`config.mk`:
```
export PLATFORM = sky130hd
export DESIGN_NAME = breakout_debounce_multi
export DESIGN_NICKNAME = d
export VERILOG_FILES = /design/src/rtl/breakout_debounce_multi.sv
export SDC_FILE = /design/constraint.sdc
export NUM_CORES = 1
export LEC_CHECK = 0
export ABC_AREA = 1
export BUFFER_PORTS_ARGS = -buffer_cell sky130_fd_sc_hd__clkbuf_2
export CORE_ASPECT_RATIO = 1.75
export CORE_MARGIN = 3
export CORE_UTILIZATION = 50
export CTS_CLUSTER_DIAMETER = 40
export DETAILED_ROUTE_END_ITERATION = 16
export PLACE_DENSITY = 0.69
export SLEW_MARGIN = 20
export SYNTH_ARGS = -nofsm -noshare
export SYNTH_HDL_FRONTEND = slang
export SYNTH_SLANG_ARGS = --single-unit
```
`constraint.sdc`:
```
create_clock -name clk -period 2.95 [get_ports clk]
set_clock_uncertainty 0.2 [all_clocks]
set_input_delay 0.7375 -clock clk [delete_from_list [all_inputs] [get_ports clk]]
set_output_delay 0.7375 -clock clk [all_outputs]
set_load 0.01 [all_outputs]
```
`src/rtl/breakout_debounce_multi.sv`:
```
// breakout_debounce_multi: N-channel button conditioner (sync, debounce, press/release, repeat).
// Optional hold-to-repeat pulses when BREAKOUT_DEBOUNCE_REPEAT_EN is defined.
//
// Ports:
//   clk          system clock
//   reset        asynchronous active-high reset
//   btn_in       raw asynchronous button levels, active-high
//   btn_level    debounced level per channel
//   btn_press    one-cycle pulse on accepted 0->1
//   btn_release  one-cycle pulse on accepted 1->0
//   btn_repeat   one-cycle auto-repeat pulse while held (0 without the macro)
module breakout_debounce_multi #(
  parameter int NUM_CH        = 3,
  parameter int DEBOUNCE_TIME = 10000,
  parameter int REPEAT_DELAY  = 500000,
  parameter int REPEAT_PERIOD = 100000
) (
  input  logic              clk,
  input  logic              reset,
  input  logic [NUM_CH-1:0] btn_in,
  output logic [NUM_CH-1:0] btn_level,
  output logic [NUM_CH-1:0] btn_press,
  output logic [NUM_CH-1:0] btn_release,
  output logic [NUM_CH-1:0] btn_repeat
);

  localparam int MAX_A = (DEBOUNCE_TIME > REPEAT_DELAY) ?
                         DEBOUNCE_TIME : REPEAT_DELAY;
  localparam int MAX_T = (MAX_A > REPEAT_PERIOD) ?
                         MAX_A : REPEAT_PERIOD;
  localparam int CNT_W = $clog2(MAX_T) + 1;

  localparam logic [CNT_W-1:0] DB_LAST = CNT_W'(DEBOUNCE_TIME - 1);
  localparam logic [CNT_W-1:0] ONE     = CNT_W'(1);

  logic [NUM_CH-1:0] sync1_q;
  logic [NUM_CH-1:0] sync2_q;
  logic [NUM_CH-1:0] level_q;
  logic [NUM_CH-1:0] level_d;
  logic [NUM_CH-1:0] press_q;
  logic [NUM_CH-1:0] press_d;
  logic [NUM_CH-1:0] release_q;
  logic [NUM_CH-1:0] release_d;
  logic [CNT_W-1:0]  cnt_q [NUM_CH];
  logic [CNT_W-1:0]  cnt_d [NUM_CH];

  // Debounce: count consecutive cycles the synchronised input
  // disagrees with the accepted level; any agreement restarts.
  always_comb begin
    level_d   = level_q;
    press_d   = '0;
    release_d = '0;
    for (int i = 0; i < NUM_CH; i++) begin
      cnt_d[i] = '0;
      if (sync2_q[i] != level_q[i]) begin
        if (cnt_q[i] == DB_LAST) begin
          level_d[i]   = sync2_q[i];
          press_d[i]   = sync2_q[i];
          release_d[i] = ~sync2_q[i];
        end else begin
          cnt_d[i] = cnt_q[i] + ONE;
        end
      end
    end
  end

  always_ff @(posedge clk or posedge reset) begin
    if (reset) begin
      sync1_q   <= '0;
      sync2_q   <= '0;
      level_q   <= '0;
      press_q   <= '0;
      release_q <= '0;
      for (int i = 0; i < NUM_CH; i++) begin
        cnt_q[i] <= '0;
      end
    end else begin
      sync1_q   <= btn_in;
      sync2_q   <= sync1_q;
      level_q   <= level_d;
      press_q   <= press_d;
      release_q <= release_d;
      for (int i = 0; i < NUM_CH; i++) begin
        cnt_q[i] <= cnt_d[i];
      end
    end
  end

  assign btn_level   = level_q;
  assign btn_press   = press_q;
  assign btn_release = release_q;

`ifdef BREAKOUT_DEBOUNCE_REPEAT_EN
  localparam logic [CNT_W-1:0] RD_LAST = CNT_W'(REPEAT_DELAY - 1);
  localparam logic [CNT_W-1:0] RP_LAST = CNT_W'(REPEAT_PERIOD - 1);

  logic [CNT_W-1:0]  rcnt_q [NUM_CH];
  logic [CNT_W-1:0]  rcnt_d [NUM_CH];
  logic [NUM_CH-1:0] phase_q;
  logic [NUM_CH-1:0] phase_d;
  logic [NUM_CH-1:0] rep_q;
  logic [NUM_CH-1:0] rep_d;
  logic [CNT_W-1:0]  lim;

  // The repeat counter runs only while the level stays high and
  // is not about to fall, so a release edge kills it at once.
  // The level was 0 before a press, so r is already 0 then.
  always_comb begin
    phase_d = '0;
    rep_d   = '0;
    lim     = '0;
    for (int i = 0; i < NUM_CH; i++) begin
      rcnt_d[i] = '0;
      if (level_q[i] && level_d[i]) begin
        lim = phase_q[i] ? RP_LAST : RD_LAST;
        if (rcnt_q[i] == lim) begin
          rep_d[i]   = 1'b1;
          phase_d[i] = 1'b1;
        end else begin
          rcnt_d[i]  = rcnt_q[i] + ONE;
          phase_d[i] = phase_q[i];
        end
      end
    end
  end

  always_ff @(posedge clk or posedge reset) begin
    if (reset) begin
      phase_q <= '0;
      rep_q   <= '0;
      for (int i = 0; i < NUM_CH; i++) begin
        rcnt_q[i] <= '0;
      end
    end else begin
      phase_q <= phase_d;
      rep_q   <= rep_d;
      for (int i = 0; i < NUM_CH; i++) begin
        rcnt_q[i] <= rcnt_d[i];
      end
    end
  end

  assign btn_repeat = rep_q;
`else
  assign btn_repeat = '0;
`endif

endmodule

```
==> metrics.log, run 1 <==
[metrics] outcome: completed
[metrics] via count: 3,413
[metrics] layout net count: 582
[metrics] number of antenna violations at the first check in global routing: 0
[metrics] global routing usage summed across all routing layers: 21.0%
[metrics] wire length of the first global-routing pass: 15,400 µm
[metrics] sort of element at the end of the critical path: primary output
[metrics] dominant combinational cell family by area after synthesis: simple AND/OR/NAND/NOR gates
[metrics] length of the first detailed-routing pass in iterations: 4
[metrics] synth-to-layout area growth: 12.3%
[metrics] number of top-level design ports: 17
[metrics] Vert. Die Dim: 126 µm
[metrics] basic-gate share of the synthesized area counting and, or, nand and nor cells: 38.8%
[metrics] count of non-filler cells in the finished layout: 669
[metrics] fin. max-slew vios: 0
[metrics] worst-case vdd ir drop: 0.302 mV
[metrics] antenna viol nets, final: 0
[metrics] iteration-0 DRC count of the detailed router: 160
[metrics] class of the most critical setup path: reg2out
[metrics] Fin Setup TNS: 0 ns
[metrics] number of instances in the synthesized netlist: 550
[metrics] Worst-Margin Slew: 0.528 ns
[metrics] initial core utilization: 51.4%
[metrics] number of distinct standard cells referenced by the synthesized netlist: 29
[metrics] wire length per cell after detailed routing: 13.1 µm
[metrics] fraction of synthesized cell area in xor and xnor cells: 4.93%
[metrics] Post-synth ARST share: 100%
[metrics] minimum clock period after layout: 1.83 ns
[metrics] Cell Pwr Density: 497 nW/µm²
[metrics] class of the worst hold path: reg2reg
[metrics] fmax: 0.545 GHz
[metrics] complex-gate fraction of the synthesized area: 2.14%
[metrics] most common flop cell mapped by yosys: dfrtp_1
[metrics] clock tree buffer depth: 2
[metrics] proportion of synthesized area in mux cells: 0%
[metrics] routability-driven placement congestion ratio: 0.866
[metrics] number of global-route vias before repair: 3,486
[metrics] delay of the slowest cell on the worst path: 0.40 ns
[metrics] share of post-route cells with drive strength above 1: 12.6%
[metrics] clock transition at the registers of the reported paths: 0.06 ns
[metrics] highest fanout seen on the critical path: 5
[metrics] Die Span X: 74.4 µm
[metrics] Mapped Area: 4090 µm²
[metrics] worst hold margin: 0.151 ns
[metrics] diode insertion count for antenna repair: 0
[metrics] hold buffer count at cts: 0
[metrics] core area: 7960 µm²
[metrics] biggest area contributors in the synthesized netlist: dfrtp_1 (46%), nor2_1 (12%), nand2_1 (11%)
[metrics] area enclosed by the die boundary: 9340 µm²
[metrics] portion of synthesized cell area occupied by the leading cell type: 45.9%
[metrics] port buffer count: 13
[metrics] worst-path cell with the longest stage delay: dfrtp_1
[metrics] EDFF count, synth: 0
[metrics] MaxCap Viol Count: 0
[metrics] worst slew slack as a fraction of its limit: 64.7%
[metrics] Setup crit start kind: register
[metrics] unrepaired setup endpoints after global routing: no
[metrics] crit-path leading delay family: flip-flops
[metrics] syn avg cell area: 7.43 µm²
[metrics] post-synthesis share of cell area spent on full adders, half adders and majority gates: 0.918%
[metrics] setup violators final: 0
[metrics] post-synthesis cell type with the largest combined area: dfrtp_1
[metrics] clock tree from TritonCTS: built
[metrics] DRT Wirelength: 8770 µm
[metrics] worst skew pair latency: 0.33 ns
[metrics] total power consumption of the routed design: 2280 µW
[metrics] total overflow reported by the global router: 0
[metrics] required time at the worst-slack endpoint: 2.01 ns
[metrics] part of the Yosys area used for sequential elements: 45.9%
[metrics] post-cts sizing count: 0
[metrics] number of levels the H-tree was split into: 3
[metrics] number of endpoints with negative hold slack in the final report: 0
[metrics] # Post-CTS Setup Buffers: 0
[metrics] number of placed cells counting well taps: 653
[metrics] drt via density: 5.10
[metrics] clock sink total: 75
[metrics] root buffer cell: clkbuf_16
[metrics] most used standard cell by instance count after synthesis: nor2_1
[metrics] warning count from the yosys run: 0
[metrics] number of synthesized register bits: 75
[metrics] total DRC errors in the routed layout: 0
[metrics] half-perimeter wire length after placement: 6470 µm
[metrics] Placement Rows: 43
[metrics] most frequent cells after synthesis: nor2_1 (135), nand2_1 (124), dfrtp_1 (75)
[metrics] maximum number of pins on one net before global-route repair: 76
[metrics] endpoint arrival time on the critical path: 0.90 ns
[metrics] Pleak: 0.00211 µW
[metrics] Final period util: 62.1%
[metrics] cells traversed along the worst timing path: clkbuf_2
[metrics] number of buffer and inverter stages on the critical path: 1
[metrics] TritonCTS Buffers: 9
-- final timing paths --
check | startpoint | end | slack, ns | cells past startpoint
max in group asynchronous | reset | cnt_q[15] | 1.97 | 3
setup / recovery | btn_level[1] | btn_level[1] | 1.12 | 1
min in group asynchronous | reset | cnt_q[51] | 0.26 | 3
hold / removal | sync1_q[0] | sync2_q[0] | 0.15 | 0
hold reg to reg | sync1_q[0] | sync2_q[0] | 0.15 | 0
setup reg to reg | cnt_q[0] | cnt_q[12] | 1.24 | 7
-- stage by stage --
step	util [%]	worst slack [ns]	cell area, µm²
floorplan	-	0.103	4100
global placement	53.8	1.29	4280
detailed placement	53.8	1.24	4280
CTS	57.7	1.09	4590
global route	57.7	1.07	4590
finish	57.7	1.12	4590
-- flip-flops by register name, summed over array words and instances, names as in the netlist --
| register | flops |
|---|---|
| btn_press | 3 |
| sync1_q | 3 |
| btn_level | 3 |
| cnt_q | 60 |
| sync2_q | 3 |
| btn_release | 3 |
-- per-layer routing --
layer	global-route usage [%]	vias up	share of wire, %
met4	11.8	0	3.3
met2	35.4	63	54
li1	-	1731	-
met5	0	-	0
met1	24.7	1591	41
met3	2.96	28	2.3
-- cell usage in the layout (no fill, tap or decap), types with 12 or more instances in the layout --
| cell type | count |
|---|---|
| nand2_2 | 12 |
| nor2_2 | 13 |
| inv_1 | 64 |
| nand2_1 | 124 |
| dfrtp_1 | 75 |
| nand3_1 | 40 |
| nor3_1 | 12 |
| clkbuf_2 | 13 |
| nor2_1 | 135 |
| xor2_1 | 20 |
-- power breakdown --
group / internal (µW) / switching, µW
combinational: 18.7 / 50.1
sequential: 1040 / 12.5
clock: 738 / 420
-- cell families after synthesis --
logic type               Yosys count
XOR/XNOR                          23
other                              1
buffers and inverters             75
flip-flops                        75
AND/OR/NAND/NOR                  359
AO/OA/AOI/OAI                     14
adder cells (fa/ha/maj)            3
-- layout make-up --
cell class | count | area [µm²]
sequential | 75 | 1880
clock inverter | 5 | 77.6
multi-input combinational | 402 | 1930
inverter | 69 | 259
fill | 729 | 3370
clock buffer | 11 | 233
timing repair buffer | 17 | 108
tap | 90 | 113
Power figures use the tool's default switching activity.
==> inputs of run 2 (changes only) <==
--- a/config.mk
+++ b/config.mk
@@ -12,7 +12,7 @@
 export CORE_UTILIZATION = 50
 export CTS_CLUSTER_DIAMETER = 40
 export DETAILED_ROUTE_END_ITERATION = 16
-export PLACE_DENSITY = 0.69
+export PLACE_DENSITY = 0.67
 export SLEW_MARGIN = 20
 export SYNTH_ARGS = -nofsm -noshare
 export SYNTH_HDL_FRONTEND = slang
==> constraint.sdc (replaced) <==
create_clock -name clk -period 1.7 [get_ports clk]
set_clock_uncertainty 0.2 [all_clocks]
set_input_delay 0.425 -clock clk [delete_from_list [all_inputs] [get_ports clk]]
set_output_delay 0.425 -clock clk [all_outputs]
set_load 0.01 [all_outputs]
==> metrics.log, run 2 (synthesis gave the netlist of run 1 again) <==
[metrics] outcome: completed
[metrics] highest fanout seen on the critical path: 5
[metrics] layout net count: 599
[metrics] number of antenna violations at the first check in global routing: 0
[metrics] clock tree from TritonCTS: built
[metrics] number of levels the H-tree was split into: 3
[metrics] sort of element at the end of the critical path: register
[metrics] half-perimeter wire length after placement: 6550 µm
[metrics] area enclosed by the die boundary: 9340 µm²
[metrics] DRT Wirelength: 8950 µm
[metrics] class of the most critical setup path: reg2reg
[metrics] core area: 7960 µm²
[metrics] sequential cell area: 1880 µm²
[metrics] wire length per cell after detailed routing: 13.0 µm
[metrics] antenna viol nets, final: 0
[metrics] synth-to-layout area growth: 18.0%
[metrics] number of endpoints with negative hold slack in the final report: 0
[metrics] routability-driven placement congestion ratio: 0.905
[metrics] Final period util: 96.9%
[metrics] iteration-0 DRC count of the detailed router: 201
[metrics] multi-input gate area in the final layout: 2020 µm²
[metrics] number of top-level design ports: 17
[metrics] Setup crit start kind: register
[metrics] endpoint arrival time on the critical path: 1.68 ns
[metrics] worst skew pair latency: 0.34 ns
[metrics] class of the worst hold path: in2reg
[metrics] required time at the worst-slack endpoint: 1.73 ns
[metrics] # fillers: 696
[metrics] TritonCTS Buffers: 9
[metrics] port buffer count: 13
[metrics] total power consumption of the routed design: 4020 µW
[metrics] Placement Rows: 43
[metrics] fmax: 0.607 GHz
[metrics] number of global-route vias before repair: 3,439
[metrics] total overflow reported by the global router: 0
[metrics] diode insertion count for antenna repair: 0
[metrics] Die Span X: 74.4 µm
[metrics] fin. max-slew vios: 0
[metrics] wire length of the first global-routing pass: 15,300 µm
[metrics] unrepaired setup endpoints after global routing: yes
[metrics] worst-case vdd ir drop: 0.595 mV
[metrics] flip-flop count of the largest register, all copies and words added: 60
[metrics] maximum number of pins on one net before global-route repair: 76
[metrics] setup violators final: 0
[metrics] via count: 3,459
[metrics] clock sink total: 75
[metrics] initial core utilization: 51.4%
[metrics] most common library cell in the layout ignoring fill and taps: nor2_1
[metrics] length of the first detailed-routing pass in iterations: 4
[metrics] register bank with the most flops: cnt_q
[metrics] clock transition at the registers of the reported paths: 0.06 ns
[metrics] Vert. Die Dim: 126 µm
[metrics] drt via density: 5.04
[metrics] root buffer cell: clkbuf_16
[metrics] worst hold margin: 0.00469 ns
[metrics] total DRC errors in the routed layout: 0
[metrics] share of post-route cells with drive strength above 1: 16.8%
[metrics] MaxCap Viol Count: 0
[metrics] minimum clock period after layout: 1.65 ns
[metrics] most frequent cells in the layout: nor2_1 (135), nand2_1 (121), dfrtp_1 (75), inv_1 (63), nand3_1 (38)
[metrics] Pleak: 0.00224 µW
[metrics] clock tree buffer depth: 2
[metrics] global routing usage summed across all routing layers: 21.1%
[metrics] Cell Pwr Density: 832 nW/µm²
run 2: cell count changes in the layout (fill, tap and decap cells not counted), moves of 3 or more:
cell,change
ha_1,-3
nor2_2,-5
nor2_4,+5
nand2_1,-3
buf_4,+15
nand2_2,-3
nand2_4,+6
ha_2,+3
run 2: report_power, final:
| part | total [µW] | switching [µW] | internal [µW] |
|---|---|---|---|
| clock | 2040 | 752 | 1290 |
| combinational | 148 | 100 | 47.5 |
| sequential | 1830 | 20.4 | 1810 |
| total | 4020 | 873 | 3140 |
run 2: worst paths after layout:
path / start / endpoint / slack [ns] / depth (start not counted)
setup reg to reg: cnt_q[1] / btn_press[2] / 0.05 / 6
hold reg to reg: sync1_q[0] / sync2_q[0] / 0.15 / 0
hold / removal: btn_in[1] / sync1_q[1] / 0.005 / 1
min in group asynchronous: reset / cnt_q[11] / 0.52 / 4
max in group asynchronous: reset / cnt_q[25] / 0.44 / 4
setup / recovery: cnt_q[1] / btn_press[2] / 0.05 / 6
run 2: repair_timing:
action,CTS,global route
setup buffers,0,7
hold buffers,2,0
hold endpoints to repair,28,0
gates resized for setup,0,22
setup endpoints to repair,0,32
run 2: area by class of cell:
class	count	share of cell area [%]
clock inverter	6	1.84
multi-input combinational	402	41.8
inverter	69	5.44
clock buffer	10	4.74
sequential	75	38.9
tap	90	2.33
timing repair buffer	34	4.98
run 2: metal layers:
| layer | global-route usage, % | vias up | wire length, µm |
|---|---|---|---|
| met4 | 11.8 | 0 | 340 |
| met2 | 35.0 | 53 | 4730 |
| met5 | 0 | - | 0 |
| met1 | 25.1 | 1615 | 3670 |
| met3 | 3.27 | 27 | 210 |
| li1 | - | 1764 | - |
run 2: critical path, cell delays in order, from the launching register on:
cell and delay (ns):
dfrtp_1 0.38, ha_2 0.22, nand2_4 0.07, nor2_4 0.16, buf_4 0.14, nand3_2 0.14, nor3_1 0.23
run 2: per-stage QoR:
step | setup WS (ns) | instances | area (µm²) | utilization [%] | setup TNS [ns]
2_1_floorplan | 0.188 | 552 | 4100 | - | 0
3_3_place_gp | 0.105 | 661 | 4350 | 54.6 | 0
3_5_place_dp | 0.0779 | 661 | 4350 | 54.6 | 0
4_1_cts | 0.0571 | 679 | 4680 | 58.8 | 0
5_1_grt | -0.0739 | 686 | 4830 | 60.6 | -0.404
6_report | 0.0521 | 686 | 4830 | 60.6 | 0
==> inputs of run 3 (changes only) <==
--- a/config.mk
+++ b/config.mk
@@ -6,11 +6,12 @@
 export NUM_CORES = 1
 export LEC_CHECK = 0
 export ABC_AREA = 1
-export BUFFER_PORTS_ARGS = -buffer_cell sky130_fd_sc_hd__clkbuf_2
+export BUFFER_PORTS_ARGS = -buffer_cell sky130_fd_sc_hd__buf_2
 export CORE_ASPECT_RATIO = 1.75
 export CORE_MARGIN = 3
 export CORE_UTILIZATION = 50
 export CTS_CLUSTER_DIAMETER = 40
+export CTS_CLUSTER_SIZE = 28
 export DETAILED_ROUTE_END_ITERATION = 16
 export PLACE_DENSITY = 0.67
 export SLEW_MARGIN = 20
==> metrics.log, run 3 (synthesis gave the netlist of run 1 again) <==
[metrics] most frequent cells in the layout: nor2_1 (134), nand2_1 (124), dfrtp_1 (75), inv_1 (64), nand3_1 (38)
[metrics] via count: 3,480
[metrics] number of levels the H-tree was split into: 3
[metrics] number of endpoints with negative hold slack in the final report: 0
[metrics] half-perimeter wire length after placement: 6980 µm
[metrics] layout net count: 599
[metrics] TritonCTS Buffers: 9
[metrics] clock tree from TritonCTS: built
[metrics] fmax: 0.606 GHz
[metrics] initial core utilization: 51.4%
[metrics] sort of element at the end of the critical path: register
[metrics] clock tree buffer depth: 2
[metrics] flip-flop count of the largest register, all copies and words added: 60
[metrics] outcome: completed
[metrics] total power consumption of the routed design: 3880 µW
[metrics] class of the worst hold path: in2reg
[metrics] gr busiest metal: met2
[metrics] required time at the worst-slack endpoint: 1.73 ns
[metrics] total DRC errors in the routed layout: 0
[metrics] worst skew pair latency: 0.34 ns
[metrics] Cell Pwr Density: 807 nW/µm²
[metrics] # fillers: 748
[metrics] drt via density: 5.07
[metrics] total overflow reported by the global router: 0
[metrics] global-route met1 utilization: 23.9%
[metrics] Fin Setup TNS: 0 ns
[metrics] worst-case vdd ir drop: 0.671 mV
[metrics] Final period util: 97.1%
[metrics] count of non-filler cells in the finished layout: 686
[metrics] setup violators final: 0
[metrics] length of the first detailed-routing pass in iterations: 4
[metrics] synth-to-layout area growth: 17.5%
[metrics] multi-input gate area in the final layout: 1990 µm²
[metrics] most common library cell in the layout ignoring fill and taps: nor2_1
[metrics] maximum number of pins on one net before global-route repair: 26
[metrics] routability-driven placement congestion ratio: 0.954
[metrics] register bank with the most flops: cnt_q
[metrics] minimum clock period after layout: 1.65 ns
[metrics] root buffer cell: clkbuf_16
[metrics] MaxCap Viol Count: 0
[metrics] met2 routing resource usage after global routing: 38.4%
[metrics] clock sink total: 75
[metrics] Placement Rows: 43
[metrics] number of antenna violations at the first check in global routing: 0
[metrics] unrepaired setup endpoints after global routing: yes
[metrics] share of post-route cells with drive strength above 1: 15.8%
[metrics] port buffer count: 13
[metrics] sequential cell area: 1880 µm²
[metrics] area enclosed by the die boundary: 9340 µm²
[metrics] core area: 7960 µm²
[metrics] wire length per cell after detailed routing: 13.5 µm
[metrics] class of the most critical setup path: reg2reg
[metrics] highest fanout seen on the critical path: 5
[metrics] Setup crit start kind: register
[metrics] Die Span X: 74.4 µm
[metrics] clock transition at the registers of the reported paths: 0.06 ns
[metrics] fin. max-slew vios: 0
[metrics] wire length of the first global-routing pass: 15,600 µm
[metrics] number of top-level design ports: 17
[metrics] number of placed cells counting well taps: 665
[metrics] Vert. Die Dim: 126 µm
[metrics] antenna viol nets, final: 0
[metrics] global routing usage summed across all routing layers: 21.8%
[metrics] Pleak: 0.00222 µW
[metrics] iteration-0 DRC count of the detailed router: 204
[metrics] number of global-route vias before repair: 3,459
[metrics] met3 Usage GRT: 5.59%
[metrics] endpoint arrival time on the critical path: 1.68 ns
[metrics] diode insertion count for antenna repair: 0
[metrics] DRT Wirelength: 9230 µm
run 3: worst paths after layout:
| kind | from | end | slack (ns) | depth (start not counted) |
|---|---|---|---|---|
| worst max-delay path | cnt_q[1] | cnt_q[12] | 0.05 | 7 |
| worst min-delay path | btn_in[2] | sync1_q[2] | 0.02 | 1 |
| worst max register to register | cnt_q[1] | cnt_q[12] | 0.05 | 7 |
| worst min register to register | sync1_q[1] | sync2_q[1] | 0.15 | 0 |
| max in group asynchronous | reset | btn_level[1] | 0.41 | 4 |
| min in group asynchronous | reset | cnt_q[42] | 0.44 | 3 |
run 3: cell type report:
| class | instances | share of cell area, % |
|---|---|---|
| multi-input cells | 402 | 41.4 |
| flip-flops and latches | 75 | 39.1 |
| repair buffers | 34 | 5.57 |
| inverters | 69 | 5.47 |
| clock buffers | 11 | 4.84 |
| well taps | 90 | 2.34 |
| clock inverters | 5 | 1.30 |
run 3: critical path, cell delays in order (launching register included):
cell and delay [ns]:
dfrtp_1 0.37, ha_2 0.21, nand2_4 0.06, nor2_4 0.19, nand2_4 0.10, nor2_4 0.17, xor2_1 0.17, nor2_1 0.05
run 3: repair_timing:
| item | CTS | global route |
|---|---|---|
| hold buffers | 3 | 0 |
| gates resized for setup | 0 | 15 |
| buffers inserted | 0 | 2 |
| hold endpoints to repair | 14 | 0 |
| endpoints found under the setup margin | 0 | 29 |
run 3: metrics by stage:
stage / cell area, µm² / hold WS (ns) / worst slack, ns / utilization (%)
final: 4810 / 0.0161 / 0.0495 / 60.4
after detailed placement: 4400 / 0.135 / 0.0768 / 55.3
after global placement: 4400 / 0.132 / 0.112 / 55.3
after global routing: 4810 / 0.00497 / -0.0521 / 60.4
after CTS: 4730 / 0.00475 / 0.0550 / 59.3
after floorplan: 4100 / 0.131 / 0.188 / -
run 3: power by group:
group / switching, µW / leakage (µW) / total [µW] / internal (µW)
logic: 101 / 0.00106 / 157 / 55.9
registers: 19.7 / 0.00103 / 1830 / 1810
clock network: 750 / 0.000136 / 1890 / 1140
run 3: per-layer routing:
layer  part of all wire [%]  up-vias
li1                       -     1772
met1                     39     1634
met2                     55       50
met3                    2.9       24
met4                    3.0        0
met5                      0        -
